### config.mk
export PLATFORM = sky130hd
export DESIGN_NAME = player_mover
export DESIGN_NICKNAME = d
export VERILOG_FILES = /design/src/rtl/player_mover.sv
export SDC_FILE = /design/constraint.sdc
export NUM_CORES = 1
export LEC_CHECK = 0
export BUFFER_PORTS_ARGS = -buffer_cell sky130_fd_sc_hd__buf_4
export CORE_MARGIN = 5
export CORE_UTILIZATION = 30
export DETAILED_ROUTE_END_ITERATION = 10
export PLACE_DENSITY = 0.58
export SLEW_MARGIN = 40
export SYNTH_ARGS = -nofsm -noshare
export SYNTH_HDL_FRONTEND = slang
export SYNTH_SLANG_ARGS = --single-unit
### constraint.sdc
create_clock -name clk -period 2.6 [get_ports clk]
set_input_delay 0.39 -clock clk [delete_from_list [all_inputs] [get_ports clk]]
set_output_delay 0.39 -clock clk [all_outputs]
set_load 0.05 [all_outputs]
### src/rtl/player_mover.sv
// player_mover: moves a SIZE x SIZE player square around the visible area on
// frame boundaries, freezes it once the game is won or lost, and produces a
// combinational "inside the square" pixel flag aligned with the scan position.
// Optional feature macro: PLAYER_BLINK_EN (blink the square while in LOST).
module player_mover #(
    parameter logic [9:0] START_X         = 10'd20,
    parameter logic [9:0] START_Y         = 10'd20,
    parameter logic [9:0] SIZE            = 10'd10,
    parameter logic [9:0] STEP            = 10'd2,
    parameter logic [7:0] FRAMES_PER_STEP = 8'd4,
    parameter logic [9:0] H_ACTIVE        = 10'd640,
    parameter logic [9:0] V_ACTIVE        = 10'd480
) (
    input  logic       clk,
    input  logic       rst,
    input  logic       up,
    input  logic       down,
    input  logic       left,
    input  logic       right,
    input  logic       win,
    input  logic       game_over,
    input  logic [9:0] xCount,
    input  logic [9:0] yCount,
    output logic       player,
    output logic [9:0] player_x,
    output logic [9:0] player_y
);

    typedef enum logic [1:0] {
        PLAY = 2'd0,
        WON  = 2'd1,
        LOST = 2'd2
    } state_t;

    localparam logic [7:0] LAST_COUNT = FRAMES_PER_STEP - 8'd1;
    localparam logic [9:0] MAX_X      = H_ACTIVE - SIZE;
    localparam logic [9:0] MAX_Y      = V_ACTIVE - SIZE;

    // Button order: [3]=up, [2]=down, [1]=left, [0]=right
    logic [3:0] btn_raw;
    logic [3:0] btn_sync;

    assign btn_raw = {up, down, left, right};

    genvar gi;
    generate
        for (gi = 0; gi < 4; gi++) begin : g_sync
            logic meta_reg;
            logic sync_reg;
            // Two-flop synchronizer for one asynchronous button
            always_ff @(posedge clk) begin
                if (rst) begin
                    meta_reg <= 1'b0;
                    sync_reg <= 1'b0;
                end else begin
                    meta_reg <= btn_raw[gi];
                    sync_reg <= meta_reg;
                end
            end
            assign btn_sync[gi] = sync_reg;
        end
    endgenerate

    logic       frame_tick;
    logic       any_dir;
    state_t     state_reg, state_next;
    logic [7:0] count_reg, count_next;
    logic [9:0] x_reg, x_next;
    logic [9:0] y_reg, y_next;

    // First pixel of the first blanking line: the frame has just been drawn
    assign frame_tick = (xCount == 10'd0) && (yCount == V_ACTIVE);
    assign any_dir    = |btn_sync;

    // Saturating candidate positions for each direction (11-bit sums never wrap)
    logic [10:0] down_sum, right_sum;
    logic [9:0]  up_y, down_y, left_x, right_x;

    assign down_sum  = {1'b0, y_reg} + {1'b0, STEP};
    assign right_sum = {1'b0, x_reg} + {1'b0, STEP};
    assign up_y      = (y_reg < STEP) ? 10'd0 : (y_reg - STEP);
    assign left_x    = (x_reg < STEP) ? 10'd0 : (x_reg - STEP);
    assign down_y    = (down_sum  > {1'b0, MAX_Y}) ? MAX_Y : down_sum[9:0];
    assign right_x   = (right_sum > {1'b0, MAX_X}) ? MAX_X : right_sum[9:0];

    // Game state, step counter and position registers
    always_ff @(posedge clk) begin
        if (rst) begin
            state_reg <= PLAY;
            count_reg <= LAST_COUNT;
            x_reg     <= START_X;
            y_reg     <= START_Y;
        end else begin
            state_reg <= state_next;
            count_reg <= count_next;
            x_reg     <= x_next;
            y_reg     <= y_next;
        end
    end

    // End-of-game decision; win takes precedence when both flags are raised
    always_comb begin
        state_next = state_reg;
        case (state_reg)
            PLAY: begin
                if (win)
                    state_next = WON;
                else if (game_over)
                    state_next = LOST;
            end
            WON:     state_next = WON;
            LOST:    state_next = LOST;
            default: state_next = PLAY;
        endcase
    end

    // Per-frame movement: one axis per move, up > down > left > right
    always_comb begin
        count_next = count_reg;
        x_next     = x_reg;
        y_next     = y_reg;
        if (frame_tick && (state_reg == PLAY)) begin
            if (!any_dir) begin
                // Idle: arm the counter so a fresh press moves on the next tick
                count_next = LAST_COUNT;
            end else if (count_reg == LAST_COUNT) begin
                count_next = 8'd0;
                if (btn_sync[3])
                    y_next = up_y;
                else if (btn_sync[2])
                    y_next = down_y;
                else if (btn_sync[1])
                    x_next = left_x;
                else
                    x_next = right_x;
            end else begin
                count_next = count_reg + 8'd1;
            end
        end
    end

    // Square hit test against the current scan position
    logic [10:0] x_end, y_end;
    logic        in_square;

    assign x_end     = {1'b0, x_reg} + {1'b0, SIZE};
    assign y_end     = {1'b0, y_reg} + {1'b0, SIZE};
    assign in_square = (xCount >= x_reg) && ({1'b0, xCount} < x_end) &&
                       (yCount >= y_reg) && ({1'b0, yCount} < y_end);

`ifdef PLAYER_BLINK_EN
    logic [4:0] blink_reg;

    // Frame counter that only advances after the game is lost
    always_ff @(posedge clk) begin
        if (rst)
            blink_reg <= 5'd0;
        else if (frame_tick && (state_reg == LOST))
            blink_reg <= blink_reg + 5'd1;
    end

    assign player = in_square && !((state_reg == LOST) && blink_reg[4]);
`else
    assign player = in_square;
`endif

    assign player_x = x_reg;
    assign player_y = y_reg;

endmodule

==> flow_summary_export.csv <==
group,metric,value,unit
final_layout,final_cell_mix,"buf_4, ha_1, nor2_1",
worst_setup_path,worstReg2RegStart,"player_y[1]",
placement,io_buffer_count,46,
timing,tns,-0.191,ns
power_and_ir_drop,p_leak,1.86,nW
logic_synthesis,syn_inst,461,
die,die_w,118,µm
grt,grt_pass1_wl,17800,µm
grt,grt_max_degree,35,
placement,gp_congestion,0.916,
status,violations,"setup timing",
final_layout,n_fill_cell,1186,
logic_synthesis,synth_edf_count,0,
drt,wl_met1,5030,µm
cts,cts_inserted_buffers,5,
drt,drtIter0Drc,232,
logic_synthesis,synthFlopType,"dfxtp_1",
power_and_ir_drop,ir_drop,0.000231,V
worst_setup_path,cp_cell_sequence,"ha_4 -> o21ai_4 -> or4_4 -> xnor2_2 -> ha_2 -> a211o_1 -> o21ai_2 -> nor4bb_4 -> buf_6",
logic_synthesis,syn_area,0.00350,mm²
worst_setup_path,required,2.21,ns
grt,grt_pass1_vias,3671,
worst_setup_path,path_class,"flip-flop to primary output",
timing,slew_headroom,0.629,
drt,drt-wirelength-per-cell,15.4,µm
timing,period_needed,2.79,ns
die,coreArea,0.0114,mm²
final_layout,areaGrowthSynthToFinish,33.1,%
drt,wl_met3,467,µm
timing,finalHoldViolCount,0,
final_layout,antenna_cells,0,
drt,num_vias,3730,
worst_hold_path,hold_depth,2,
logic_synthesis,yosys.cell_types.count,62,
die,die_y,118,µm
worst_hold_path,holdCritStartpoint,"down",
placement,place_hpwl,8400,µm
cts,cts_tree,"done",
timing,post-route-period-util,1.07,
worst_setup_path,worstPathMaxFanout,5,
logic_synthesis,ys_ff_latch,36,
worst_setup_path,r2r_cells,8,
final_layout,layout-drive-gt1-share,0.278,
worst_setup_path,path_delay_family,"simple AND/OR/NAND/NOR gates",
cts,htree_levels,2,
final_layout,final_common_cell,"buf_4",
placement,preCtsSetupSlack,-0.0581,ns
cts,worst_skew_pair.late_latency,0.28,ns
final_layout,finalNetCount,613,
power_and_ir_drop,finalPower,1.29,mW
drt,dr_wl_met2,4970,µm
cts,cts_root_buf,"clkbuf_16",
die,initial_core_util,0.306,
worst_setup_path,ff2ff_setup_slack,0.17,ns
final_layout,ff_latch_area,769,µm²
worst_setup_path,cp.arrival,2.40,ns
timing,setup_viol,1,
worst_setup_path,cp-start-kind,"flip-flop",
drt,highest-signal-layer,"met4",
logic_synthesis,synth_xor_area_frac,0.0551,
worst_setup_path,slowest_delay,0.43,ns
worst_setup_path,crit_path_end_kind,"primary output",
worst_setup_path,cp_num_buf_inv,1,
logic_synthesis,synthAdderAreaFrac,0.154,
power_and_ir_drop,cellPowerDensity,277,mW/mm²
logic_synthesis,async_flop_share,0,
logic_synthesis,muxShareOfSynthArea,0.00858,
timing,fmax,358,MHz
drt,viasPerCell,5.44,
logic_synthesis,synth_top_family_by_area,"compound AO/OA/AOI/OAI gates",
logic_synthesis,synthSimpleGateAreaFrac,0.255,
logic_synthesis,avgSynthCellArea,7.59,µm²
drt,wl,10600,µm
die,dieArea,0.0139,mm²
flow_run,drv_cap,0,
cts,cts_buffer_depth,2,
logic_synthesis,yosysWarnings,0,
drt,drtPass1Iterations,4,
drt,drtAntennaViolNets,0,
cts,clock-sinks,36,
logic_synthesis,synth_compound_area_frac,0.256,
timing,tightest_slew,0.552,ns
grt,track_usage,0.150,
cts,holdBufCountCts,0,
worst_setup_path,crit_cells,9,
timing,grt_setup_unrepaired,"yes",
timing,worst_slack,-0.191,ns
timing,drv_slew,0,
grt,grt_overflow_total,0,
worst_setup_path,cp-startpoint,"player_y[1]",
status,status,"complete, but fails checks",
logic_synthesis,ys_seq_area_frac,0.206,
cts,clkTransAtPathRegs,0.06,ns
worst_hold_path,hp-class,"input port to flip-flop",
worst_setup_path,critPathSlowestCell,"or4_4",
die,rows,39,
drt,drc,0,
final_layout,multi_input_area,0.00269,mm²
grt,antenna_found_initial,0,
die,ios,49,
timing,skew,0.00838,ns
## final timing paths
kind / end
max: player
min: g_sync[2].meta_reg
max reg2reg: player_y[7]
min reg2reg: g_sync[1].sync_reg
## logic make-up after synthesis
family,after synthesis
DFF,36
xor gates and xnor gates,22
muxes,3
other,1
buffers and inverters,56
AOI/OAI and AO/OA,133
adders and majority gates,43
and+or+nand+nor,167
## cell type report
type / count / share of cell area
repair buffers: 105 / 0.171
flip-flops and latches: 36 / 0.165
well taps: 143 / 0.0384
clock inverters: 2 / 0.00161
inverters: 24 / 0.0193
multi-input cells: 370 / 0.577
clock buffers: 6 / 0.0277
## through the flow
stage | hold WS, ns | instance area [µm²] | instances | util
after global routing | 0.341 | 4660 | 686 | 0.408
after detailed placement | 0.428 | 4410 | 677 | 0.386
after CTS | 0.326 | 4610 | 686 | 0.404
after floorplan | 0.414 | 3620 | 462 | -
after global placement | 0.428 | 4410 | 677 | 0.386
final | 0.327 | 4660 | 686 | 0.408
## cell usage after synthesis (11+ instances only)
cell	number	share of area
inv_1	23	0.025
nor3_1	19	0.027
nand4_1	13	0.023
ha_1	43	0.15
nor2_1	33	0.035
a31oi_1	11	0.020
o21ai_0	31	0.044
xnor2_1	14	0.035
a21oi_1	24	0.034
nand2_1	32	0.034
nand3_1	17	0.024
clkbuf_1	25	0.027
dfxtp_1	36	0.21
## power breakdown
group / switching, mW / internal [mW] / leakage [nW]
Clock: 0.223 / 0.349 / 0.0659
Combinational: 0.0874 / 0.0795 / 1.50
Sequential: 0.00377 / 0.547 / 0.300
## repair_timing
| action | in CTS | in global routing |
|---|---|---|
| pin swaps | 13 | 3 |
| buffers inserted | 1 | 0 |
| endpoints found under the hold margin | 0 | 0 |
| endpoints found under the setup margin | 1 | 2 |
| gates resized for setup | 14 | 9 |
## layer usage
metal / track usage / vias up
met5: 0 / -
met4: 0.0358 / 0
met3: 0.0288 / 8
met2: 0.248 / 83
met1: 0.202 / 1763
li1: - / 1876
## worst reg2reg max path, stage by stage (launching register included)
cell,delay [ns]
dfxtp_4,0.36
ha_4,0.17
buf_4,0.13
buf_4,0.17
or4_1,0.52
a311oi_2,0.35
a32o_2,0.29
a2111oi_0,0.09
a211oi_1,0.25
(Power assumes the default switching activity.)
